`config.mk`:
```
export PLATFORM = sky130hd
export DESIGN_NAME = ttl_74161_chain
export DESIGN_NICKNAME = d
export VERILOG_FILES = /design/src/rtl/ttl_74161_chain_pkg.sv /design/src/rtl/ttl_74161_cell.sv /design/src/rtl/ttl_74161_chain.sv
export SDC_FILE = /design/constraint.sdc
export NUM_CORES = 1
export LEC_CHECK = 0
export BUFFER_PORTS_ARGS = -buffer_cell sky130_fd_sc_hd__buf_4
export CELL_PAD_IN_SITES_DETAIL_PLACEMENT = 0
export CELL_PAD_IN_SITES_GLOBAL_PLACEMENT = 1
export CORE_UTILIZATION = 34
export CTS_CLUSTER_DIAMETER = 120
export CTS_CLUSTER_SIZE = 24
export DETAILED_ROUTE_END_ITERATION = 10
export PLACE_DENSITY = 0.83
export SYNTH_ARGS = -nofsm -noshare
export SYNTH_HDL_FRONTEND = slang
export SYNTH_SLANG_ARGS = --single-unit
```
`constraint.sdc`:
```
create_clock -name clk -period 2.4 [get_ports clk]
set_clock_uncertainty 0.1 [all_clocks]
set_input_delay 0.12 -clock clk [delete_from_list [all_inputs] [get_ports clk]]
set_output_delay 0.12 -clock clk [all_outputs]
set_load 0.02 [all_outputs]
```
`src/rtl/ttl_74161_chain_pkg.sv`:
```
// Shared constants, per-stage operation decode and the bus-packing macro
// for the ttl_74161_chain counter cascade.
package ttl_74161_chain_pkg;

  localparam int unsigned STAGE_WIDTH = 4;

  // Action one counter stage takes on a clk rising edge
  typedef enum logic [2:0] {
    OP_HOLD,
    OP_RESET,
    OP_CLEAR,
    OP_LOAD,
    OP_COUNT
  } stage_op_e;

  // Priority: reset, clear (no cen needed), load, count, hold
  function automatic stage_op_e stage_op(
    input logic reset,
    input logic clear_bar,
    input logic cen,
    input logic load_bar,
    input logic enp,
    input logic ent
  );
    stage_op_e op;
    if (reset)                   op = OP_RESET;
    else if (!clear_bar)         op = OP_CLEAR;
    else if (cen && !load_bar)   op = OP_LOAD;
    else if (cen && enp && ent)  op = OP_COUNT;
    else                         op = OP_HOLD;
    return op;
  endfunction

endpackage

`ifndef TTL_74161_PACK_ARRAY
`define TTL_74161_PACK_ARRAY
// Flattens unpacked array SRC[COUNT] of WIDTH-bit words onto packed bus DST
`define PACK_ARRAY(WIDTH, COUNT, SRC, DST) \
  for (genvar pk_i = 0; pk_i < (COUNT); pk_i++) begin : g_pack \
    assign DST[(WIDTH)*pk_i +: (WIDTH)] = SRC[pk_i]; \
  end
`endif

```
`src/rtl/ttl_74161_cell.sv`:
```
// One 74161-style 4-bit synchronous counter stage in the FPGA clock domain.
module ttl_74161_cell
  import ttl_74161_chain_pkg::*;
#(
  parameter logic [STAGE_WIDTH-1:0] RESET_VALUE = '0
) (
  input  logic                   clk,
  input  logic                   reset,
  input  logic                   cen,
  input  logic                   Clear_bar,
  input  logic                   Load_bar,
  input  logic                   ENP,
  input  logic                   ENT,
  input  logic [STAGE_WIDTH-1:0] D,
  output logic [STAGE_WIDTH-1:0] Q,
  output logic                   RCO
);

  stage_op_e                op;
  logic [STAGE_WIDTH-1:0]   q_reg;

  // Decode which action applies on the coming edge
  always_comb begin
    op = stage_op(reset, Clear_bar, cen, Load_bar, ENP, ENT);
  end

  // Stage register: reset, clear, load, count or hold
  always_ff @(posedge clk) begin
    case (op)
      OP_RESET: q_reg <= RESET_VALUE;
      OP_CLEAR: q_reg <= '0;
      OP_LOAD:  q_reg <= D;
      OP_COUNT: q_reg <= q_reg + 4'd1;
      default:  q_reg <= q_reg;
    endcase
  end

  // Carry out from registered value and live ENT; ENP does not gate it
  always_comb begin
    Q   = q_reg;
    RCO = ENT && (q_reg == '1);
  end

endmodule

```
`src/rtl/ttl_74161_chain.sv`:
```
// Cascade of 74161-style counters with lookahead carry, stepped by cen.
// Drives select/enable lines of the ttl_74155 decoders in the timing chains.
module ttl_74161_chain
  import ttl_74161_chain_pkg::*;
#(
  parameter int unsigned                     STAGES      = 2,
  parameter logic [STAGE_WIDTH*STAGES-1:0]   RESET_VALUE = '0
) (
  input  logic                            clk,
  input  logic                            reset,
  input  logic                            cen,
  input  logic                            Clear_bar,
  input  logic                            Load_bar,
  input  logic                            ENP,
  input  logic                            ENT,
  input  logic [STAGE_WIDTH*STAGES-1:0]   D,
  output logic [STAGE_WIDTH*STAGES-1:0]   Q,
  output logic [STAGES-1:0]               RCO,
  output logic                            TC
);

  logic [STAGE_WIDTH-1:0] q_stage [STAGES];
  logic [STAGES-1:0]      ent_stage;
  logic [STAGES-1:0]      rco_stage;

  // Lookahead carry: every stage sees its enable from the combinational
  // RCO of the stage below, so all stages step on the same edge.
  always_comb begin
    ent_stage = '0;
    ent_stage[0] = ENT;
    for (int unsigned k = 1; k < STAGES; k++) begin
      ent_stage[k] = rco_stage[k-1];
    end
  end

  for (genvar k = 0; k < STAGES; k++) begin : g_stage
    ttl_74161_cell #(
      .RESET_VALUE (RESET_VALUE[STAGE_WIDTH*k +: STAGE_WIDTH])
    ) u_cell (
      .clk       (clk),
      .reset     (reset),
      .cen       (cen),
      .Clear_bar (Clear_bar),
      .Load_bar  (Load_bar),
      .ENP       (ENP),
      .ENT       (ent_stage[k]),
      .D         (D[STAGE_WIDTH*k +: STAGE_WIDTH]),
      .Q         (q_stage[k]),
      .RCO       (rco_stage[k])
    );
  end

  `PACK_ARRAY(STAGE_WIDTH, STAGES, q_stage, Q)

  // Carry outputs are purely combinational from the stage chain
  always_comb begin
    RCO = rco_stage;
    TC  = rco_stage[STAGES-1];
  end

endmodule

```
Word-level counts from Yosys, hierarchy flattened
Cells that the tools add are included.
{"block": "totals", "rom_bits": 0, "output_inout_bits": 11, "mem_count": 0, "inputBits": 15, "ff_bits": 8, "elab_cells": 35, "latchBits": 0, "mem_bits_rw": 0}
{"block": "op_classes", "n_shift": 0, "add_sub_neg": 2, "n_bitwise": 0, "mul": 0, "magnitude_cmp": 0, "n_mux": 10, "div": 0, "n_reduce_logical": 11, "eq_ne": 10}
{"operator": "3-bit two-way mux", "n": 8}
{"operator": "4-bit case mux with 3 select lines", "n": 2}
{"operator": "3-bit by 2-bit equality test with 1-bit output (second input constant)", "n": 4}
{"operator": "4-bit by 1-bit adder with 4-bit output (second input constant)", "n": 2}
{"operator": "4-bit equality test (second input constant)", "n": 2}
{"operator": "3-bit by 1-bit equality test with 1-bit output (second input constant)", "n": 2}
{"operator": "3-bit equality test (second input constant)", "n": 2}
{"operator": "1-bit logical AND", "n": 6}
{"operator": "3-bit nonzero test", "n": 2}
{"operator": "2-bit OR reduction", "n": 2}
{"operator": "1-bit zero test", "n": 1}

Depth between registers and ports, before layout
{"block": "depth", "depth_word": 10, "ltp_mapped": 5, "depth_no_buf": 4}

Hierarchy
Synthesis repeated with hierarchy kept, for this count alone.
{"block": "unflattened", "hier_cells": 51, "area_unflattened_um2": 523.0}
{"module": "ttl_74161_cell", "n_inst": 2, "area_each_um2": 257.7, "seq_area_each_um2": 120.1, "cells_per_inst": 25}
{"module": "ttl_74161_chain", "n_inst": 1, "area_each_um2": 7.5, "seq_area_each_um2": 0.0, "cells_per_inst": 1}

Worst setup path before layout
OpenSTA, ideal clock, no wires.
{"block": "synth_timing", "kind": "register -> register", "startpoint": "reg g_stage[0].u_cell.q_reg[0]", "endpoint": "reg g_stage[1].u_cell.q_reg[0], enable pin", "arrival_ns": 1.340, "setup_ns": 0.296, "setup_slack_ns": 0.663, "synth_period_minus_slack_ns": 1.737, "t_required_ns": 2.004, "n_path_buf": 0, "path_stages_with_launch": 5, "cell_sequence": "edfxtp_1 -> ha_1 -> nand3_2 -> nor4_4 -> a211o_2"}
{"block": "synth_via", "elab_chain_cells": 10, "elab_cells_between_ends": 13, "classes_between": "eq/ne (5); mux (4); reduce/logical (4)"}
{"item": "start, declared", "line_no": "ttl_74161_cell.sv:20", "rtl": "logic [STAGE_WIDTH-1:0] q_reg;"}
{"item": "start signal, assigned", "line_no": "ttl_74161_cell.sv:33", "rtl": "OP_COUNT: q_reg <= q_reg + 4'd1;"}
{"item": "start signal, assigned", "line_no": "ttl_74161_cell.sv:34", "rtl": "default: q_reg <= q_reg;"}
{"item": "4-bit equality test (*)", "line_no": "ttl_74161_cell.sv:41", "rtl": "RCO = ENT && (q_reg == '1);"}
{"item": "1-bit logical AND (*)", "line_no": "ttl_74161_cell.sv:41"}
{"item": "1-bit logical AND (*)", "line_no": "ttl_74161_chain_pkg.sv:29", "rtl": "else if (cen && enp && ent) op = OP_COUNT;"}
{"item": "3-bit two-way mux (*)", "line_no": "ttl_74161_chain_pkg.sv:29"}
{"item": "3-bit two-way mux (*)", "line_no": "ttl_74161_chain_pkg.sv:28", "rtl": "else if (cen && !load_bar) op = OP_LOAD;"}
{"item": "3-bit two-way mux (*)", "line_no": "ttl_74161_chain_pkg.sv:27", "rtl": "else if (!clear_bar) op = OP_CLEAR;"}
{"item": "3-bit two-way mux (*)", "line_no": "ttl_74161_chain_pkg.sv:26", "rtl": "if (reset) op = OP_RESET;"}
{"item": "3-bit by 1-bit equality test with 1-bit output or 3-bit by 2-bit equality test with 1-bit output (tied branches)", "line_no": "ttl_74161_cell.sv:29", "rtl": "case (op)"}
{"item": "2-bit OR reduction (no source line)"}
{"item": "3-bit nonzero test (no source line) (*)"}
{"item": "end signal, assigned", "line_no": "ttl_74161_cell.sv:33"}
{"item": "end signal, assigned", "line_no": "ttl_74161_cell.sv:34"}
{"item": "end, declared", "line_no": "ttl_74161_cell.sv:20"}
Every way passes the cells marked *; elsewhere a longest branch is shown, timed or not.
A chain may end at the register's enable or synchronous reset.

Final worst setup path
{"block": "layout_timing", "startpoint": "reg g_stage[0].u_cell.q_reg[0]", "endpoint": "out RCO[1]"}
{"block": "layout_via", "elab_chain_cells": 3}
{"item": "4-bit equality test", "line_no": "ttl_74161_cell.sv:41"}
{"item": "1-bit logical AND (2 in series)", "line_no": "ttl_74161_cell.sv:41"}
{"item": "end, declared", "line_no": "ttl_74161_chain.sv:18", "rtl": "output logic [STAGES-1:0] RCO,"}
Every way passes these cells.

==> impl_metrics.tcl <==
set metrics [dict create \
    wl_met2_um 416 \
    path_buf_inv 1 \
    setup_violations 0 \
    seqCellArea_um2 240 \
    grt_max_degree 9 \
    cp.arrival_ns 1.51 \
    ctsHoldBuffers 0 \
    grt_pass1_wl_um 1520 \
    async_reset_ff_frac 0 \
    vias_per_cell 4.95 \
    fin_crit_sh 0.721 \
    fin_util 0.536 \
    dieWidth_um 41.2 \
    htree_levels 1 \
    hold_viol 0 \
    areaGrowthSynthToFinish_pct 40.3 \
    largest_reg_flops 8 \
    post_cts_resized 0 \
    m1WireLength_um 503 \
    wire_per_inst_um 11.8 \
    fill_cells 130 \
    syn-cell-area_um2 522 \
    holdPathStages 3 \
    drv_cap 0 \
    placed_area_um2 709 \
    coreArea_um2 1370 \
    cts_made_buffers 3 \
    yosysWarnings 0 \
    synth_cells 47 \
    synth_cell_types 21 \
    drt_first_iter_violations 7 \
    row_count 13 \
    drv_slew 0 \
    synth_seq_cells 8 \
    fin_tns_setup_ns 0 \
    r2r_cells 4 \
    worstMarginPinSlew_ns 0.294 \
    critical-path-max-stage-delay_ns 0.39 \
    stdcell_count 87 \
    cts_tree "built" \
    dp.cells 84 \
    power_density_nw_per_um2 458 \
    synth.net_count 64 \
    setup_ws_ns 0.670 \
    relSlewSlack 0.802 \
    synth-seq-area-share 0.460 \
    cp.depth 5 \
    pre_cts_slack_ns 0.705 \
    drcViolationCount 0 \
    numPortBuffers 25 \
    power_mw 0.335 \
    highest_layer "met4" \
    cpMaxStageDelayCell "edfxtp_1" \
    cts_setup_buffers 0 \
    io-pin-count 26 \
    path_clk_slew_ns 0.05 \
    whs_ns 0.0407 \
    outcome "finished clean" \
    place_congestion 0.696 \
    final_antenna_net_count 0 \
    synth_edf_count 8 \
    cp_top_family "simple AND/OR/NAND/NOR gates" \
    reg2reg_slack_ns 0.69 \
    postLayoutCellArea_um2 732 \
    vdd_ir_drop_max_mv 0.222 \
    worstSetupEndpointType "output port" \
    start_kind "flop" \
    hold_path_class "in -> reg" \
    fin_crit_ns 1.73 \
    cp.required_ns 2.18 \
    p_leak_nw 0.338 \
    grt_usage 0.152 \
    antenna_found_initial 0 \
    finalWirelength_um 1020 \
    drive_above_1_share 0.486 \
    rsz0062_at_grt "no" \
    cts_sinks 8 \
    path_class "reg -> out" \
    fmax_mhz 578 \
    antennaDiodeCount 0 \
    die_h_um 41.2 \
    die-area_um2 1700 \
    ctsLongestPathBuffers 2 \
    multiInputGateArea_um2 251 \
    crit_fanout 4 \
    grt_pass1_vias 366 \
    vias 431 \
    cts_root_buffer "clkbuf_4" \
    path_cells "ha_1 -> nand3_2 -> nor2_1 -> and4_1 -> buf_4" \
    drt_first_pass_iters 2 \
    initial_core_util 0.382 \
    nets 91 \
    ys.flop_type "edfxtp_1" \
    grt-ovfl-total 0 \
    wl_met3_um 65 \
    postSynthAreaPerCell_um2 11.1 \
    insertion_delay_ns 0.25 \
]
## worst register-to-register path, stage by stage (launching register included)
cell and delay, ns:
edfxtp_1 0.39, ha_1 0.21, nand3_2 0.13, nor4_4 0.38, a211o_2 0.21
## report_power, final
group | leakage, nW | internal, mW | total, mW | switching (mW)
logic | 0.233 | 0.0331 | 0.0626 | 0.0295
clock network | 0.0138 | 0.0572 | 0.102 | 0.0449
registers | 0.0912 | 0.163 | 0.170 | 0.00787
## logic make-up (layout without fill, tap and decap cells)
family | count (synthesis) | count (layout) | share of synthesized area
and+or+nand+nor | 17 | 17 | 0.218
AOI/OAI and AO/OA | 10 | 10 | 0.149
xor gates and xnor gates | 4 | 4 | 0.0672
buffers and inverters | 6 | 31 | 0.0575
DFF | 8 | 8 | 0.460
adders and majority gates | 2 | 2 | 0.0480
## final timing paths
| path | startpoint | to |
|---|---|---|
| min | D[2] | g_stage[0].u_cell.Q[2] |
| max | g_stage[0].u_cell.Q[0] | RCO[1] |
| min reg2reg | g_stage[0].u_cell.Q[0] | g_stage[0].u_cell.Q[0] |
| max reg2reg | g_stage[0].u_cell.Q[0] | g_stage[1].u_cell.Q[3] |
## cells in the final DEF (no fill, tap or decap), types with 2 or more instances in the layout
| cell | count |
|---|---|
| inv_1 | 3 |
| clkbuf_4 | 3 |
| ha_1 | 2 |
| o21ai_0 | 4 |
| nand3_1 | 2 |
| nand2_1 | 8 |
| edfxtp_1 | 8 |
| xnor2_1 | 2 |
| a22o_1 | 3 |
| xor2_1 | 2 |
| buf_4 | 25 |
## layout make-up
cell class              count  area share
clock buffers               3      0.0308
inverters                   3      0.0154
multi-input cells          33       0.344
well taps                  15      0.0256
flip-flops and latches      8       0.328
repair buffers             25       0.256
## routing by layer
| metal | track usage | vias to the layer above |
|---|---|---|
| met5 | 0 | - |
| met4 | 0.145 | 0 |
| met3 | 0.0489 | 4 |
| met2 | 0.188 | 19 |
| met1 | 0.199 | 187 |
| li1 | - | 221 |
## synth_stat cells (2+ instances only)
cell type	n	area (um2)
edfxtp_1	8	240
inv_1	3	11.3
a22o_1	3	26.3
xnor2_1	2	17.5
o21ai_0	4	20.0
nand3_1	2	10.0
buf_4	2	15.0
xor2_1	2	17.5
ha_1	2	25.0
nand2_1	8	30.0
Power figures use the tool's default switching activity.
